[src/rtl/lsu_pkg.sv]
// Shared definitions for the RV64I load/store unit.
//   XLEN        : data / address width (fixed at 64)
//   F3_*        : RV64I funct3 size/sign codes for loads and stores
//   lsu_state_t : FSM state encoding
//   size_byte_mask : byte-enable pattern (at lane 0) for an access size
package lsu_pkg;

    localparam int XLEN = 64;

    localparam logic [2:0] F3_B  = 3'b000;
    localparam logic [2:0] F3_H  = 3'b001;
    localparam logic [2:0] F3_W  = 3'b010;
    localparam logic [2:0] F3_D  = 3'b011;
    localparam logic [2:0] F3_BU = 3'b100;
    localparam logic [2:0] F3_HU = 3'b101;
    localparam logic [2:0] F3_WU = 3'b110;

    typedef enum logic [2:0] {
        ST_IDLE    = 3'd0,
        ST_READ    = 3'd1,
        ST_CAPTURE = 3'd2,
        ST_WRITE   = 3'd3,
        ST_DONE    = 3'd4
    } lsu_state_t;

    // funct3[1:0] encodes the access size for both loads and stores.
    function automatic logic [7:0] size_byte_mask(input logic [1:0] size);
        case (size)
            2'b00:   return 8'h01;
            2'b01:   return 8'h03;
            2'b10:   return 8'h0F;
            default: return 8'hFF;
        endcase
    endfunction

endpackage

[src/rtl/lsu_byte_lane.sv]
// Combinational byte-lane logic for the load/store unit.
//   i_word       : doubleword read from memory
//   i_store_data : store operand (low bytes used for partial stores)
//   i_offset     : byte offset within the doubleword (addr[2:0])
//   i_funct3     : RV64I size/sign code
//   o_load_data  : extracted and sign/zero-extended load result
//   o_merged     : i_word with the addressed bytes replaced by store data
module lsu_byte_lane
    import lsu_pkg::*;
(
    input  logic [XLEN-1:0] i_word,
    input  logic [XLEN-1:0] i_store_data,
    input  logic [2:0]      i_offset,
    input  logic [2:0]      i_funct3,
    output logic [XLEN-1:0] o_load_data,
    output logic [XLEN-1:0] o_merged
);

    logic [5:0]      w_shamt;
    logic [XLEN-1:0] w_shifted;
    logic [7:0]      w_byte_en;
    logic [XLEN-1:0] w_bit_mask;

    assign w_shamt   = {i_offset, 3'b000};
    assign w_shifted = i_word >> w_shamt;

    always_comb begin
        o_load_data = w_shifted;
        case (i_funct3)
            F3_B:    o_load_data = {{(XLEN-8){w_shifted[7]}},   w_shifted[7:0]};
            F3_H:    o_load_data = {{(XLEN-16){w_shifted[15]}}, w_shifted[15:0]};
            F3_W:    o_load_data = {{(XLEN-32){w_shifted[31]}}, w_shifted[31:0]};
            F3_BU:   o_load_data = {{(XLEN-8){1'b0}},  w_shifted[7:0]};
            F3_HU:   o_load_data = {{(XLEN-16){1'b0}}, w_shifted[15:0]};
            F3_WU:   o_load_data = {{(XLEN-32){1'b0}}, w_shifted[31:0]};
            default: o_load_data = w_shifted;
        endcase
    end

    // Accesses are already alignment-checked, so the shifted enables never wrap.
    assign w_byte_en = size_byte_mask(i_funct3[1:0]) << i_offset;

    always_comb begin
        w_bit_mask = '0;
        for (int i = 0; i < 8; i++) begin
            w_bit_mask[i*8 +: 8] = {8{w_byte_en[i]}};
        end
    end

    assign o_merged = (i_word & ~w_bit_mask) | ((i_store_data << w_shamt) & w_bit_mask);

endmodule

[src/rtl/load_store_unit.sv]
// RV64I load/store unit: turns byte-addressed load/store requests into
// doubleword accesses on data_memory, with alignment/range checking,
// load extension and read-modify-write for partial stores.
//   clock, reset          : rising-edge clock, asynchronous active-low reset
//   start, is_load, is_store, funct3, addr, store_data : request from execute
//   busy, done            : handshake (done is a one-cycle pulse)
//   load_data             : extended load result, held until the next load
//   misaligned, access_fault : fault flags, valid with done
//   mem_address, memread, memwrite, mem_write_data, mem_read_data : data_memory
module load_store_unit #(
    parameter int ADDR_BITS = 10,
    parameter int XLEN      = 64
) (
    input  logic                 clock,
    input  logic                 reset,
    input  logic                 start,
    input  logic                 is_load,
    input  logic                 is_store,
    input  logic [2:0]           funct3,
    input  logic [XLEN-1:0]      addr,
    input  logic [XLEN-1:0]      store_data,
    output logic                 busy,
    output logic                 done,
    output logic [XLEN-1:0]      load_data,
    output logic                 misaligned,
    output logic                 access_fault,
    output logic [ADDR_BITS-1:0] mem_address,
    output logic                 memread,
    output logic                 memwrite,
    output logic [XLEN-1:0]      mem_write_data,
    input  logic [XLEN-1:0]      mem_read_data
);

    import lsu_pkg::*;

    lsu_state_t            r_state;
    logic [ADDR_BITS+2:0]  r_addr;
    logic [2:0]            r_funct3;
    logic [XLEN-1:0]       r_store_data;
    logic                  r_is_load;
    logic                  r_busy;
    logic                  r_done;
    logic                  r_memread;
    logic                  r_memwrite;
    logic [XLEN-1:0]       r_write_data;
    logic [XLEN-1:0]       r_load_data;
    logic                  r_misaligned;
    logic                  r_access_fault;

    logic                  w_bad_op;
    logic                  w_bad_funct3;
    logic                  w_bad_range;
    logic                  w_access_fault;
    logic                  w_misaligned;
    logic [XLEN-1:0]       w_lane_load;
    logic [XLEN-1:0]       w_lane_merged;

    // Faults are classified as the request is latched so that a faulting
    // request reaches DONE one cycle after start without touching memory.
    assign w_bad_op       = (is_load == is_store);
    assign w_bad_funct3   = is_load ? (funct3 == 3'b111) : (funct3 > F3_D);
    assign w_bad_range    = |addr[XLEN-1:ADDR_BITS+3];
    assign w_access_fault = w_bad_op | w_bad_funct3 | w_bad_range;

    always_comb begin
        case (funct3[1:0])
            2'b01:   w_misaligned = addr[0];
            2'b10:   w_misaligned = |addr[1:0];
            2'b11:   w_misaligned = |addr[2:0];
            default: w_misaligned = 1'b0;
        endcase
    end

    lsu_byte_lane u_byte_lane (
        .i_word       (mem_read_data),
        .i_store_data (r_store_data),
        .i_offset     (r_addr[2:0]),
        .i_funct3     (r_funct3),
        .o_load_data  (w_lane_load),
        .o_merged     (w_lane_merged)
    );

    always_ff @(posedge clock or negedge reset) begin
        if (!reset) begin
            r_state        <= ST_IDLE;
            r_addr         <= '0;
            r_funct3       <= '0;
            r_store_data   <= '0;
            r_is_load      <= 1'b0;
            r_busy         <= 1'b0;
            r_done         <= 1'b0;
            r_memread      <= 1'b0;
            r_memwrite     <= 1'b0;
            r_write_data   <= '0;
            r_load_data    <= '0;
            r_misaligned   <= 1'b0;
            r_access_fault <= 1'b0;
        end else begin
            r_done <= 1'b0;
            case (r_state)
                ST_IDLE: begin
                    if (start) begin
                        r_addr         <= addr[ADDR_BITS+2:0];
                        r_funct3       <= funct3;
                        r_store_data   <= store_data;
                        r_is_load      <= is_load;
                        r_busy         <= 1'b1;
                        r_access_fault <= w_access_fault;
                        r_misaligned   <= w_misaligned & ~w_access_fault;
                        if (w_access_fault || w_misaligned) begin
                            r_state <= ST_DONE;
                            r_done  <= 1'b1;
                        end else if (is_load || (funct3[1:0] != 2'b11)) begin
                            // Loads and partial stores both need the old doubleword.
                            r_state   <= ST_READ;
                            r_memread <= 1'b1;
                        end else begin
                            r_state      <= ST_WRITE;
                            r_memwrite   <= 1'b1;
                            r_write_data <= store_data;
                        end
                    end
                end
                ST_READ: begin
                    r_state <= ST_CAPTURE;
                end
                ST_CAPTURE: begin
                    r_memread <= 1'b0;
                    if (r_is_load) begin
                        r_load_data <= w_lane_load;
                        r_state     <= ST_DONE;
                        r_done      <= 1'b1;
                    end else begin
                        r_write_data <= w_lane_merged;
                        r_memwrite   <= 1'b1;
                        r_state      <= ST_WRITE;
                    end
                end
                ST_WRITE: begin
                    r_memwrite <= 1'b0;
                    r_state    <= ST_DONE;
                    r_done     <= 1'b1;
                end
                ST_DONE: begin
                    r_busy  <= 1'b0;
                    r_state <= ST_IDLE;
                end
                default: begin
                    r_busy     <= 1'b0;
                    r_memread  <= 1'b0;
                    r_memwrite <= 1'b0;
                    r_state    <= ST_IDLE;
                end
            endcase
        end
    end

    assign busy           = r_busy;
    assign done           = r_done;
    assign load_data      = r_load_data;
    assign misaligned     = r_misaligned;
    assign access_fault   = r_access_fault;
    assign mem_address    = r_addr[ADDR_BITS+2:3];
    assign memread        = r_memread;
    assign memwrite       = r_memwrite;
    assign mem_write_data = r_write_data;

endmodule

[config.mk]
export PLATFORM = sky130hd
export DESIGN_NAME = load_store_unit
export DESIGN_NICKNAME = d
export VERILOG_FILES = /design/src/rtl/lsu_pkg.sv /design/src/rtl/lsu_byte_lane.sv /design/src/rtl/load_store_unit.sv
export SDC_FILE = /design/constraint.sdc
export NUM_CORES = 1
export LEC_CHECK = 0
export BUFFER_PORTS_ARGS = -buffer_cell sky130_fd_sc_hd__buf_2
export CAP_MARGIN = 20
export CORE_MARGIN = 2
export CORE_UTILIZATION = 55
export DETAILED_ROUTE_END_ITERATION = 7
export GPL_TIMING_DRIVEN = 0
export PLACE_DENSITY_LB_ADDON = 0.25
export SLEW_MARGIN = 20
export SYNTH_ARGS = -nofsm -noshare
export SYNTH_HDL_FRONTEND = slang
export SYNTH_HIERARCHICAL = 1
export SYNTH_SLANG_ARGS = --single-unit
[constraint.sdc]
create_clock -name clock -period 2.6 [get_ports clock]
set_clock_uncertainty 0.1 [all_clocks]
set_input_delay 0.78 -clock clock [delete_from_list [all_inputs] [get_ports clock]]
set_output_delay 0.78 -clock clock [all_outputs]
set_load 0.05 [all_outputs]
==> results.sh, run 1 <==
export IMPL_nNetsFinal=2281
export IMPL_worst_setup_hold_path_clk_slew_ns=0.06
export IMPL_cp_slowest_cell="dfrtp_1"
export IMPL_n_fill_cell=2225
export IMPL_rsz0062_at_grt="true"
export IMPL_power_density_mw_per_mm2=600.3
export IMPL_cts_root_buf="clkbuf_16"
export IMPL_grt_pass1_vias=14830
export IMPL_crit_arrival_ns=2.90
export IMPL_dpl_instance_area_mm2=0.01709
export IMPL_wl_per_cell_um=25.34
export IMPL_max_stage_delay_ns=0.37
export IMPL_synth_common_cells="nand2_1, dfrtp_1, mux2i_1"
export IMPL_vias_per_cell=6.340
export IMPL_power_uw=11130
export IMPL_ir_drop_mv=0.5732
export IMPL_yosysTopAreaCell="dfrtp_1"
export IMPL_synth_cell_type_count=67
export IMPL_p_int_uw=7098
export IMPL_synth_area_leaders="dfrtp_1, nand2_1, mux2i_1, mux4_2, mux2_2"
export IMPL_worstPathRequired_ns=2.93
export IMPL_setup_viol=0
export IMPL_worst_slack_ns=0.02247
export IMPL_synth_ff_type="dfrtp_1"
export IMPL_yosysTopAreaCellShare_pct=36.65
export IMPL_io_buffers=343
export IMPL_num_antenna_cells=0
export IMPL_multi_input_area_mm2=0.008703
export IMPL_p_switching_uw=4033
export IMPL_ant_nets=0
export IMPL_die_h_um=168.5
export IMPL_syn_cell_area_mm2=0.01488
export IMPL_fmax_mhz=388.0
export IMPL_endpoint_kind="register"
export IMPL_numCtsBuffers=24
export IMPL_firstDrtPassIters=6
export IMPL_async_flop_share_pct=100.0
export IMPL_avgSynthCellArea_um2=8.744
export IMPL_core_area_mm2=0.02673
export IMPL_critPathMostFrequentCell="buf_6"
export IMPL_p_leak_uw=0.008466
export IMPL_ys_ff_latch=218
export IMPL_p_seq_share_pct=34.7
export IMPL_worstHoldPathType="in2async"
export IMPL_synth_edf_count=0
export IMPL_grt_pass1_wl_um=90780
export IMPL_finalMaxSlewViolations=0
export IMPL_yosysWarnings=6
export IMPL_min_period_ns=2.578
export IMPL_antenna_found_initial=2
export IMPL_syn_instance_count=1702
export IMPL_pre_cts_ws_ns=-0.7558
export IMPL_grt_max_degree=83
export IMPL_drt_iter0_markers=1704
export IMPL_htreeDepth=1
export IMPL_dieArea_mm2=0.02839
export IMPL_crit_type="reg2reg"
export IMPL_hold_slack_ns=0.09248
export IMPL_die_w_um=168.5
export IMPL_numClockSinks=218
export IMPL_place_detailed_hpwl_um=48260
export IMPL_maxSlewHeadroom_pct=35.20
export IMPL_status="finished, final reports clean"
export IMPL_overflow=0
export IMPL_critPathMaxFanout=10
export IMPL_cts_hold_buffers=0
export IMPL_drc=0
export IMPL_synthesis_nets=1902
export IMPL_cts_buffer_depth=3
export IMPL_worstMarginPinSlew_ns=0.9645
export IMPL_syn2layout_area_growth_pct=24.58
export IMPL_fin_crit_sh_pct=99.14
export IMPL_crit_chain="buf_6 -> buf_6 -> buf_6 -> buf_8 -> mux2i_1 -> nand2_1 -> o211ai_1 -> a31oi_2 -> mux2i_1 -> nand3_1 -> o22ai_1 -> a21oi_1"
export IMPL_initial_core_util_pct=55.69
export IMPL_place_congestion=1.095
export IMPL_clkPwrFrac_pct=31.3
export IMPL_final_area_mm2=0.01854
export IMPL_hold_viol_final=0
export IMPL_num_rows=60
export IMPL_track_usage_pct=42.74
export IMPL_yosysMostFrequentCell="nand2_1"
export IMPL_ios=344
export IMPL_swShare_pct=36.23
export IMPL_vias=15460
export IMPL_clk_insertion_delay_late_ns=0.54
export IMPL_ys_seq_area_share_pct=36.65
export IMPL_maxCapViolCount=0
export IMPL_cts_tree="yes"
export IMPL_combPwrFrac_pct=34.0
export IMPL_critical_path_startpoint_type="register"
export IMPL_drt_total_wl_um=61810
export IMPL_layout_drive_gt1_share_pct=33.08
export IMPL_register_area_mm2=0.005455
## routing by layer
metal	track usage (%)	vias up	share of wire [%]
met5	0	-	0.045
met4	25.94	4	7.2
met3	8.955	256	10
met2	68.01	1076	45
met1	53.97	7415	38
li1	-	6713	-
## registers in the layout, summed over array words and instances, names as in the netlist
name and cells:
access_fault 1, busy 1, done 1, load_data 64, mem_write_data 64, memread 1
memwrite 1, misaligned 1, r_addr 13, r_funct3 3, r_is_load 1, r_state 3
r_store_data 64
## placed cells by master, fill, tap and decap left out, types with 8 or more instances in the layout
master	count
clkbuf_16	24
o2bb2ai_1	10
mux2_2	40
inv_1	69
buf_1	12
a21oi_1	24
nand3_1	77
buf_8	11
o211ai_1	12
clkbuf_1	46
a22oi_1	8
nor3_1	9
a21oi_2	50
buf_2	365
nor2_1	37
o22ai_1	57
nand4_1	36
clkbuf_2	15
nor2b_1	12
mux2i_1	133
dfrtp_1	218
mux4_2	55
buf_4	25
nand2_1	529
o22ai_2	11
buf_6	21
nor4_1	17
o21ai_0	37
## power groups by stage
stage                     combinational, µW  clock (µW)  sequential [µW]
after floorplan                        2100           0             3830
after global placement                 3290           0             3890
final                                  3780        3490             3860
after global routing                   3930        3630             3860
after CTS                              3460        3510             3840
after detailed placement               3320           0             3890
## worst paths after layout
check	from	to	slack, ns	cells after the start
min in group clock	addr[11]	r_addr[11]	0.33	3
max in group asynchronous	reset	mem_write_data[45]	1.48	2
max	r_addr[1]	mem_write_data[36]	0.02	12
max reg2reg	r_addr[1]	mem_write_data[36]	0.02	12
min	reset	load_data[43]	0.09	1
min reg2reg	load_data[54]	load_data[54]	0.37	2
## final cells by class
class                      count  share of cell area, %
buffer                       150                  5.452
clock buffer                  33                  3.637
clock inverter                10                 0.6546
inverter                      70                  1.417
multi-input combinational   1263                  46.94
sequential                   218                  29.42
tap                          341                  2.301
timing repair buffer         354                  10.18
## worst max-delay path: cells and delay by family, from the launching register on
| family | cells | cell delay, ns |
|---|---|---|
| buffers and inverters | 4 | 0.74 |
| AND/OR/NAND/NOR | 2 | 0.19 |
| AO/OA/AOI/OAI | 4 | 0.65 |
| multiplexers | 2 | 0.40 |
| flip-flops | 1 | 0.37 |
## timing repair
action,CTS,global route
setup endpoints to repair,62,127
gates resized for setup,52,100
pin swaps,2,7
buffers inserted,1,8
## through the flow
step | utilization, % | std cells | TNS, ns
6_report | 69.38 | 2439 | 0
5_1_grt | 69.38 | 2439 | -0.2264
4_1_cts | 67.81 | 2432 | 0
3_5_place_dp | 63.95 | 2388 | -36.34
3_3_place_gp | 63.71 | 2386 | -662.72
2_1_floorplan | - | 1702 | 0
## logic make-up (layout without fill, tap and decap cells)
kind of cell,Yosys count,after routing,share of synthesized area [%]
simple gates,756,756,22.03
xor+xnor,1,1,0.05886
buf+inv,221,617,7.373
flops,218,218,36.65
mux,240,240,21.12
compound gates,266,266,12.76
No activity file was read; power rests on OpenSTA's default activity.
==> run 2: changes to the inputs <==
--- a/config.mk
+++ b/config.mk
@@ -10,7 +10,7 @@
 export CORE_MARGIN = 2
 export CORE_UTILIZATION = 55
 export DETAILED_ROUTE_END_ITERATION = 7
-export GPL_TIMING_DRIVEN = 0
+export GPL_TIMING_DRIVEN = 1
 export PLACE_DENSITY_LB_ADDON = 0.25
 export SLEW_MARGIN = 20
 export SYNTH_ARGS = -nofsm -noshare
==> run 2 against run 1 <==
Total power fell by 1.4%. Register-to-register slack is essentially flat. Maximum frequency down 0.25%. Global-route usage shrank 3.3 points. Critical endpoint is now mem_write_data[39].
==> results.sh, run 2 (synthesis gave the netlist of run 1 again) <==
export IMPL_r2r_cells=8
export IMPL_p_switching_uw=3769
export IMPL_final_common_cell="nand2_1"
export IMPL_worstPathRequired_ns=2.92
export IMPL_htreeDepth=1
export IMPL_io_buffers=343
export IMPL_rsz0062_at_grt="false"
export IMPL_worst_setup_hold_path_clk_slew_ns=0.07
export IMPL_cts_root_buf="clkbuf_16"
export IMPL_n_fill_cell=2186
export IMPL_numCtsBuffers=23
export IMPL_regToRegEndpoint="mem_write_data[39]"
export IMPL_fin_crit_sh_pct=99.39
export IMPL_p_seq_share_pct=35.3
export IMPL_status="finished, final reports clean"
export IMPL_ant_nets=0
export IMPL_dieArea_mm2=0.02839
export IMPL_cts_buffer_depth=3
export IMPL_layout_drive_gt1_share_pct=32.81
export IMPL_place_detailed_hpwl_um=42160
export IMPL_pre_cts_ws_ns=-0.02214
export IMPL_dpl_instance_area_mm2=0.01740
export IMPL_wl_per_cell_um=23.61
export IMPL_drc=0
export IMPL_crit_arrival_ns=2.90
export IMPL_worst_slack_ns=0.01598
export IMPL_ir_drop_mv=0.3516
export IMPL_fmax_mhz=387.0
export IMPL_syn2layout_area_growth_pct=22.82
export IMPL_final_area_mm2=0.01828
export IMPL_final_cell_mix="nand2_1, buf_2, dfrtp_1"
export IMPL_maxCapViolCount=0
export IMPL_track_usage_pct=39.41
export IMPL_ff2ff_setup_slack_ns=0.02
export IMPL_drt_iter0_markers=1958
export IMPL_num_rows=60
export IMPL_finalMaxSlewViolations=0
export IMPL_hold_slack_ns=0.09742
export IMPL_grt_max_degree=72
export IMPL_firstDrtPassIters=6
export IMPL_vias=15080
export IMPL_die_w_um=168.5
export IMPL_critical_path_startpoint_type="register"
export IMPL_hold_viol_final=0
export IMPL_initial_core_util_pct=55.69
export IMPL_vias_per_cell=6.290
export IMPL_worstHoldPathType="in2async"
export IMPL_p_int_uw=7204
export IMPL_die_h_um=168.5
export IMPL_ios=344
export IMPL_clkPwrFrac_pct=32.4
export IMPL_crit_type="reg2reg"
export IMPL_numClockSinks=218
export IMPL_antenna_found_initial=2
export IMPL_power_uw=10970
export IMPL_grt_pass1_wl_um=86050
export IMPL_power_density_mw_per_mm2=600.3
export IMPL_place_congestion=1.011
export IMPL_overflow=0
export IMPL_setup_viol=0
export IMPL_p_leak_uw=0.008449
export IMPL_combPwrFrac_pct=32.4
export IMPL_maxSlewHeadroom_pct=48.04
export IMPL_endpoint_kind="register"
export IMPL_drt_total_wl_um=56600
export IMPL_cts_tree="yes"
export IMPL_nNetsFinal=2238
export IMPL_clk_insertion_delay_late_ns=0.54
export IMPL_min_period_ns=2.584
export IMPL_core_area_mm2=0.02673
export IMPL_tns_ns=0
export IMPL_grt_pass1_vias=14420
export IMPL_r2r_start="r_addr[0]"
export IMPL_critPathMaxFanout=15
export IMPL_worstMarginPinSlew_ns=0.7794
export IMPL_swShare_pct=34.35
run 2: cell types whose count changed in the layout (fill, tap and decap cells not counted), sizes merged:
cell and delta:
diode +2, clkbuf -63, clkinvlp +2, buf +20
clkinv -5, bufinv +2
run 2: final cells by class:
type	instances	area [µm²]	area share (%)
diodes	2	5.005	0.02738
inverters	70	262.8	1.437
clock buffers	32	639.4	3.498
well taps	341	426.7	2.334
clock inverters	9	160.2	0.8761
flip-flops and latches	218	5464	29.89
repair buffers	462	2932	16.04
multi-input cells	1263	8391	45.90
run 2: power by group through the flow:
stage | clock, µW | sequential (µW) | combinational (µW)
after global routing | 3730 | 3880 | 3750
after detailed placement | 0 | 3920 | 3400
after floorplan | 0 | 3830 | 2100
after global placement | 0 | 3920 | 3370
final | 3550 | 3870 | 3550
after CTS | 3570 | 3860 | 3410
run 2: worst max path at each step:
stage | start | endpoint | slack (ns) | cells after the start
floorplan | addr[55] | mem_write_data[12] | 0.27 | 7
global placement | addr[17] | mem_write_data[43] | 0.003 | 7
detailed placement | addr[17] | mem_write_data[25] | -0.02 | 7
CTS | r_addr[0] | mem_write_data[51] | 0.05 | 8
global route | r_addr[0] | mem_write_data[48] | 0.00001 | 9
finish | r_addr[0] | mem_write_data[39] | 0.02 | 8
run 2: metal layers:
layer  track usage, %  wire [µm]  vias to the layer above
li1                 -          -                     6616
met1            53.71      22470                     7353
met2            62.57      26260                      941
met3            6.126       5061                      168
met4            18.03       2804                        0
met5                0          0                        -
run 2: timing repair:
action	CTS	global route
hold buffers	0	0
gates resized for setup	0	9
setup endpoints to repair	0	18
buffers inserted	0	5
run 2: per-stage QoR:
step / instances / utilization (%)
floorplan: 1702 / -
global placement: 2349 / 65.11
detailed placement: 2349 / 65.11
CTS: 2390 / 68.10
global route: 2397 / 68.40
finish: 2397 / 68.40
run 2: worst max-delay path, cell delays in order (launching register included):
cell	delay [ns]
dfrtp_4	0.58
buf_4	0.20
mux4_2	0.55
o211a_1	0.16
a221o_2	0.39
mux2i_1	0.17
nand3_1	0.10
o22ai_1	0.17
a21oi_1	0.06
